### src/rtl/seg7_scan_driver.sv
// seg7_scan_driver
//   Time-multiplexed driver for DIGITS seven-segment digits on one shared
//   segment bus. A refresh divider steps through the digits, the input
//   nibbles and decimal points are captured once per frame, leading zeros
//   can be blanked, and a global enable turns every digit off.
//
// Parameters
//   DIGITS     number of digits (>=1)
//   CLK_DIV    clock cycles each digit stays lit (>=2)
//   ACTIVE_LOW 1: seg/dp/an are active-low, 0: active-high
//   BLANK_LZ   1: blank leading zero digits, 0: show every digit
//
// Ports
//   clk        rising-edge clock
//   rst        synchronous active-high reset
//   in         hex nibbles, digit k = in[4k+3:4k], digit 0 rightmost
//   dp_in      decimal point request per digit
//   en         display enable, 0 turns all anodes/segments/dp off
//   seg        registered segments {g,f,e,d,c,b,a}
//   dp         registered decimal point
//   an         registered one-hot anode select
//   frame_tick one-cycle pulse on the cycle after the shadow registers load
module seg7_scan_driver #(
    parameter int unsigned DIGITS     = 4,
    parameter int unsigned CLK_DIV    = 50000,
    parameter int unsigned ACTIVE_LOW = 1,
    parameter int unsigned BLANK_LZ   = 1
) (
    input  logic                  clk,
    input  logic                  rst,
    input  logic [4*DIGITS-1:0]   in,
    input  logic [DIGITS-1:0]     dp_in,
    input  logic                  en,
    output logic [6:0]            seg,
    output logic                  dp,
    output logic [DIGITS-1:0]     an,
    output logic                  frame_tick
);

    localparam int unsigned CW = (CLK_DIV > 1) ? $clog2(CLK_DIV) : 1;
    localparam int unsigned IW = (DIGITS > 1) ? $clog2(DIGITS) : 1;
    localparam logic [CW-1:0] CNT_LAST = CW'(CLK_DIV - 1);
    localparam logic [IW-1:0] IDX_LAST = IW'(DIGITS - 1);
    localparam logic          POL      = (ACTIVE_LOW != 0);
    localparam logic          LZ_EN    = (BLANK_LZ != 0);

    logic [CW-1:0]         cnt;
    logic [IW-1:0]         idx;
    logic [4*DIGITS-1:0]   in_s;
    logic [DIGITS-1:0]     dp_s;
    logic                  digit_end;
    logic                  frame_end;

    logic [DIGITS-1:0]     lz;
    logic                  zero_run;
    int unsigned           kk;
    logic [3:0]            nib;
    logic                  dp_sel;
    logic                  blank_sel;
    logic [6:0]            seg_c;
    logic                  dp_c;
    logic [DIGITS-1:0]     an_c;

    function automatic logic [6:0] hex7(input logic [3:0] h);
        logic [6:0] s;
        case (h)
            4'h0:    s = 7'b0111111;
            4'h1:    s = 7'b0000110;
            4'h2:    s = 7'b1011011;
            4'h3:    s = 7'b1001111;
            4'h4:    s = 7'b1100110;
            4'h5:    s = 7'b1101101;
            4'h6:    s = 7'b1111101;
            4'h7:    s = 7'b0000111;
            4'h8:    s = 7'b1111111;
            4'h9:    s = 7'b1101111;
            4'hA:    s = 7'b1110111;
            4'hB:    s = 7'b1111100;
            4'hC:    s = 7'b0111001;
            4'hD:    s = 7'b1011110;
            4'hE:    s = 7'b1111001;
            default: s = 7'b1110001;
        endcase
        return s;
    endfunction

    assign digit_end = (cnt == CNT_LAST);
    assign frame_end = digit_end && (idx == IDX_LAST);

    // Divider, digit index and frame snapshot
    always_ff @(posedge clk) begin
        if (rst) begin
            cnt        <= '0;
            idx        <= '0;
            in_s       <= '0;
            dp_s       <= '0;
            frame_tick <= 1'b0;
        end else begin
            cnt <= digit_end ? '0 : cnt + CW'(1);
            if (digit_end)
                idx <= (idx == IDX_LAST) ? '0 : idx + IW'(1);
            // Snapshot coincides with the wrap back to digit 0
            if (frame_end) begin
                in_s <= in;
                dp_s <= dp_in;
            end
            frame_tick <= frame_end;
        end
    end

    // lz[k]: every shadow nibble from k up to the top is zero (digit 0 exempt)
    always_comb begin
        lz       = '0;
        zero_run = 1'b1;
        kk       = 0;
        for (int unsigned i = 0; i < DIGITS; i++) begin
            kk       = DIGITS - 1 - i;
            zero_run = zero_run & (in_s[4*kk +: 4] == 4'h0);
            lz[kk]   = LZ_EN && zero_run && (kk != 0);
        end
    end

    // Select the current digit and build active-high output values
    always_comb begin
        nib       = '0;
        dp_sel    = 1'b0;
        blank_sel = 1'b0;
        an_c      = '0;
        for (int unsigned k = 0; k < DIGITS; k++) begin
            if (idx == IW'(k)) begin
                nib       = in_s[4*k +: 4];
                dp_sel    = dp_s[k];
                blank_sel = lz[k];
                an_c[k]   = en;
            end
        end
        seg_c = (en && !blank_sel) ? hex7(nib) : '0;
        dp_c  = en && dp_sel;
    end

    // Output registers; polarity applied here so inactive is all-ones when active-low
    always_ff @(posedge clk) begin
        if (rst) begin
            seg <= {7{POL}};
            dp  <= POL;
            an  <= {DIGITS{POL}};
        end else begin
            seg <= seg_c ^ {7{POL}};
            dp  <= dp_c ^ POL;
            an  <= an_c ^ {DIGITS{POL}};
        end
    end

endmodule
### config.mk
export PLATFORM = sky130hd
export DESIGN_NAME = seg7_scan_driver
export DESIGN_NICKNAME = d
export VERILOG_FILES = /design/src/rtl/seg7_scan_driver.sv
export SDC_FILE = /design/constraint.sdc
export NUM_CORES = 1
export LEC_CHECK = 0
export CORE_MARGIN = 4
export CORE_UTILIZATION = 26
export CTS_CLUSTER_DIAMETER = 50
export CTS_CLUSTER_SIZE = 16
export DETAILED_ROUTE_END_ITERATION = 12
export PLACE_DENSITY = 0.5
export SKIP_CTS_REPAIR_TIMING = 1
export SYNTH_ARGS = -nofsm -noshare
export SYNTH_HDL_FRONTEND = slang
export SYNTH_SLANG_ARGS = --single-unit
### constraint.sdc
create_clock -name clk -period 4.3 [get_ports clk]
set_input_delay 0.86 -clock clk [delete_from_list [all_inputs] [get_ports clk]]
set_output_delay 0.86 -clock clk [all_outputs]
set_load 0.01 [all_outputs]
==> metrics.cfg <==
[outcome]
outcome=complete, no violations

[layout]
multi_input_area_um2=1200
nFillCells=912
stdcell_count=386
fin_nets=311
seqCellArea_um2=1020
drive_above_1_share_pct=6.47
synthToLayoutAreaGrowth_pct=22.9
antenna_cells=0

[grt]
grt_pass1_wl_mm=8.15
grt_pass1_vias=1750
grt_usage_pct=9.94
gr-total-overflow=0
grt_max_degree=27
grt_antenna_before_repair=0

[sta]
post-route-period-util_pct=63.8
setup_violations=0
finalCriticalPeriod_ps=2740
worst_pin_slew_ps=908
timing.slew.headroom_pct=39.3
drv_slew=0
rsz0062_at_grt=false
fmax_mhz=365
final-hold-violation-count=0
tns_ps=0
fin_skew_ps=9.42

[clocking]
clk_pin_slew_ps=100
clk_latency_ps=310
clock-sinks=51
cts_tree=built
cts-buffers-inserted=5
cts_max_level=2
cts_buffer_depth=2
cts_root_buf=clkbuf_8

[setup_path]
cp_max_fo=15
start_kind=flop
cp_cell_sequence=ha_1 > nor2_1 > a221oi_1 > inv_1 > ha_1 > mux2i_1 > mux2_2 > nand2_1
crit_path_top_delay_cell=a221oi_1
cp_top_family=adder cells
crit_arrival_ps=2930
cp_common_cell=ha_1
cp_num_buf_inv=1
endpoint_kind=flop
cpPeakStageDelay_ps=630
required_ps=4490
crit_type=flop to flop

[logic_synthesis]
synth_top_area_share_pct=44.0
synth.distinct_cells=41
syn_area_per_cell_um2=9.55
synth_area_leaders=dfxtp_1 44%, mux2i_1 11%, nor2_1 6.6%
ys_seq_elements=51
seq_area_frac_synth_pct=44.0
netlist_instances=243
yosysTopAreaCell=dfxtp_1
synth_area_um2=2320
syn-num-nets=277
yosysWarnings=0

[power_and_ir_drop]
power_density_nw_per_um2=284
vdd_ir_drop_max_uv=141
leakage_nw=1.18

[floorplanning]
num_io_pins=36
initial_core_util_pct=26.6
die_area_um2=10500
die_x_um=102
die_h_um=102
core_region_area_um2=8720
rows=34

[place]
place_inst=378
gp_congestion=0.759
port_buffers=35
place_hpwl_mm=3.65

[run]
drv_cap=0

[routing]
route.antenna.remaining_nets=0
drc=0
routedWlPerCell_um=12.7
drt-pass1-iter-count=4
avgViaCountPerCell=4.46
wl_mm=4.92
drtIter0Drc=39
vias=1722

[worst_hold_path]
hp-class=flop to flop

-- per-layer routing --
layer,global-route usage [%],wire [um],up-vias
met5,0,0,-
met1,11.4,2180,793
li1,-,-,900
met2,17.8,2490,23
met3,2.39,188,6
met4,3.63,51,0
-- path summary, 6_finish.rpt --
| kind | startpoint | to | slack, ps | cells past startpoint |
|---|---|---|---|---|
| setup / recovery | idx[0]$_SDFFE_PP0N_ | seg[3]$_SDFF_PP1_ | 1560 | 8 |
| hold / removal | cnt[0]$_SDFF_PP0_ | cnt[0]$_SDFF_PP0_ | 480 | 1 |
| setup reg to reg | idx[0]$_SDFFE_PP0N_ | seg[3]$_SDFF_PP1_ | 1560 | 8 |
| hold reg to reg | cnt[0]$_SDFF_PP0_ | cnt[0]$_SDFF_PP0_ | 480 | 1 |
-- placed cells by master (no fill, tap or decap), types with 2 or more instances in the layout --
cell type and n:
a311oi_2 2, nor4_1 2, nand4_1 4, ha_1 11, nor2_1 41, a21oi_1 5
xnor2_1 6, nor3b_1 4, mux2i_1 25, nand3b_1 4, and3_1 3, dfxtp_1 51
clkinv_4 2, clkbuf_8 5, nor2b_1 5, or3_1 2, clkdlybuf4s50_1 35, inv_1 10
nand3_1 5, nand2_1 17, a221oi_1 2, nand2b_1 2, nor3_1 3, xor2_1 9
o221ai_1 6
-- synth_stat cells --
cell and n:
nor4_1 2, a311o_1 1, mux2i_1 25, nor2b_2 1, a22oi_1 1, or4_1 1, mux2_2 1, nand4_1 4
o31ai_1 1, nand3_2 1, buf_6 2, or3_1 2, o21bai_1 1, buf_4 1, nand2_1 17, and3_1 3
nand3_1 5, o21ai_0 1, nand3b_1 4, ha_1 11, or4b_1 1, nand4_2 1, a21oi_1 5, buf_2 3
nand2b_1 2, clkbuf_1 3, nor3b_1 4, xor2_1 9, nor2_1 41, or2_2 1, nor2b_1 5, xnor2_1 6
inv_1 10, a21oi_2 1, a221oi_1 2, a311oi_2 2, nor3_1 3, o221ai_1 6, dfxtp_1 51, nor3_2 1
a21boi_1 1
-- area by class of cell --
cell class              instances  area share (%)
clock buffers                   5            2.41
clock inverters                 3           0.878
inverters                      10            1.32
multi-input cells             173            42.3
flip-flops and latches         51            35.8
well taps                     108            4.74
repair buffers                 36            12.6
-- state kept, by name, summed over array words and instances, names as in the netlist --
signal / flops
in_s: 16
seg: 7
an: 4
frame_tick: 1
cnt: 16
idx: 2
dp_s: 4
dp: 1
-- where the power goes --
| group | internal [mW] | total, mW | switching, mW |
|---|---|---|---|
| clock | 0.117 | 0.283 | 0.167 |
| combinational | 0.0282 | 0.0451 | 0.0168 |
| sequential | 0.478 | 0.481 | 0.00289 |
-- stage by stage --
| step | setup slack, ps | hold slack (ps) | instance area (um2) | total power [mW] | utilization [%] |
|---|---|---|---|---|---|
| after CTS | 1550 | 482 | 2850 | 0.828 | 32.7 |
| after detailed placement | 1560 | 458 | 2760 | 0.538 | 31.6 |
| after floorplan | 1890 | 430 | 2320 | 0.506 | - |
| after global placement | 1570 | 451 | 2760 | 0.538 | 31.6 |
| after global routing | 1230 | 503 | 2850 | 0.848 | 32.7 |
| final | 1560 | 477 | 2850 | 0.809 | 32.7 |
-- cells by family after synthesis --
kind of cell               synth area share (%)
and+or+nand+nor                            21.4
DFF                                        44.0
muxes                                      11.3
AOI/OAI and AO/OA                          7.71
buffers and inverters                      4.05
xor gates and xnor gates                   5.66
adders and majority gates                  5.93
(Power assumes the default switching activity.)
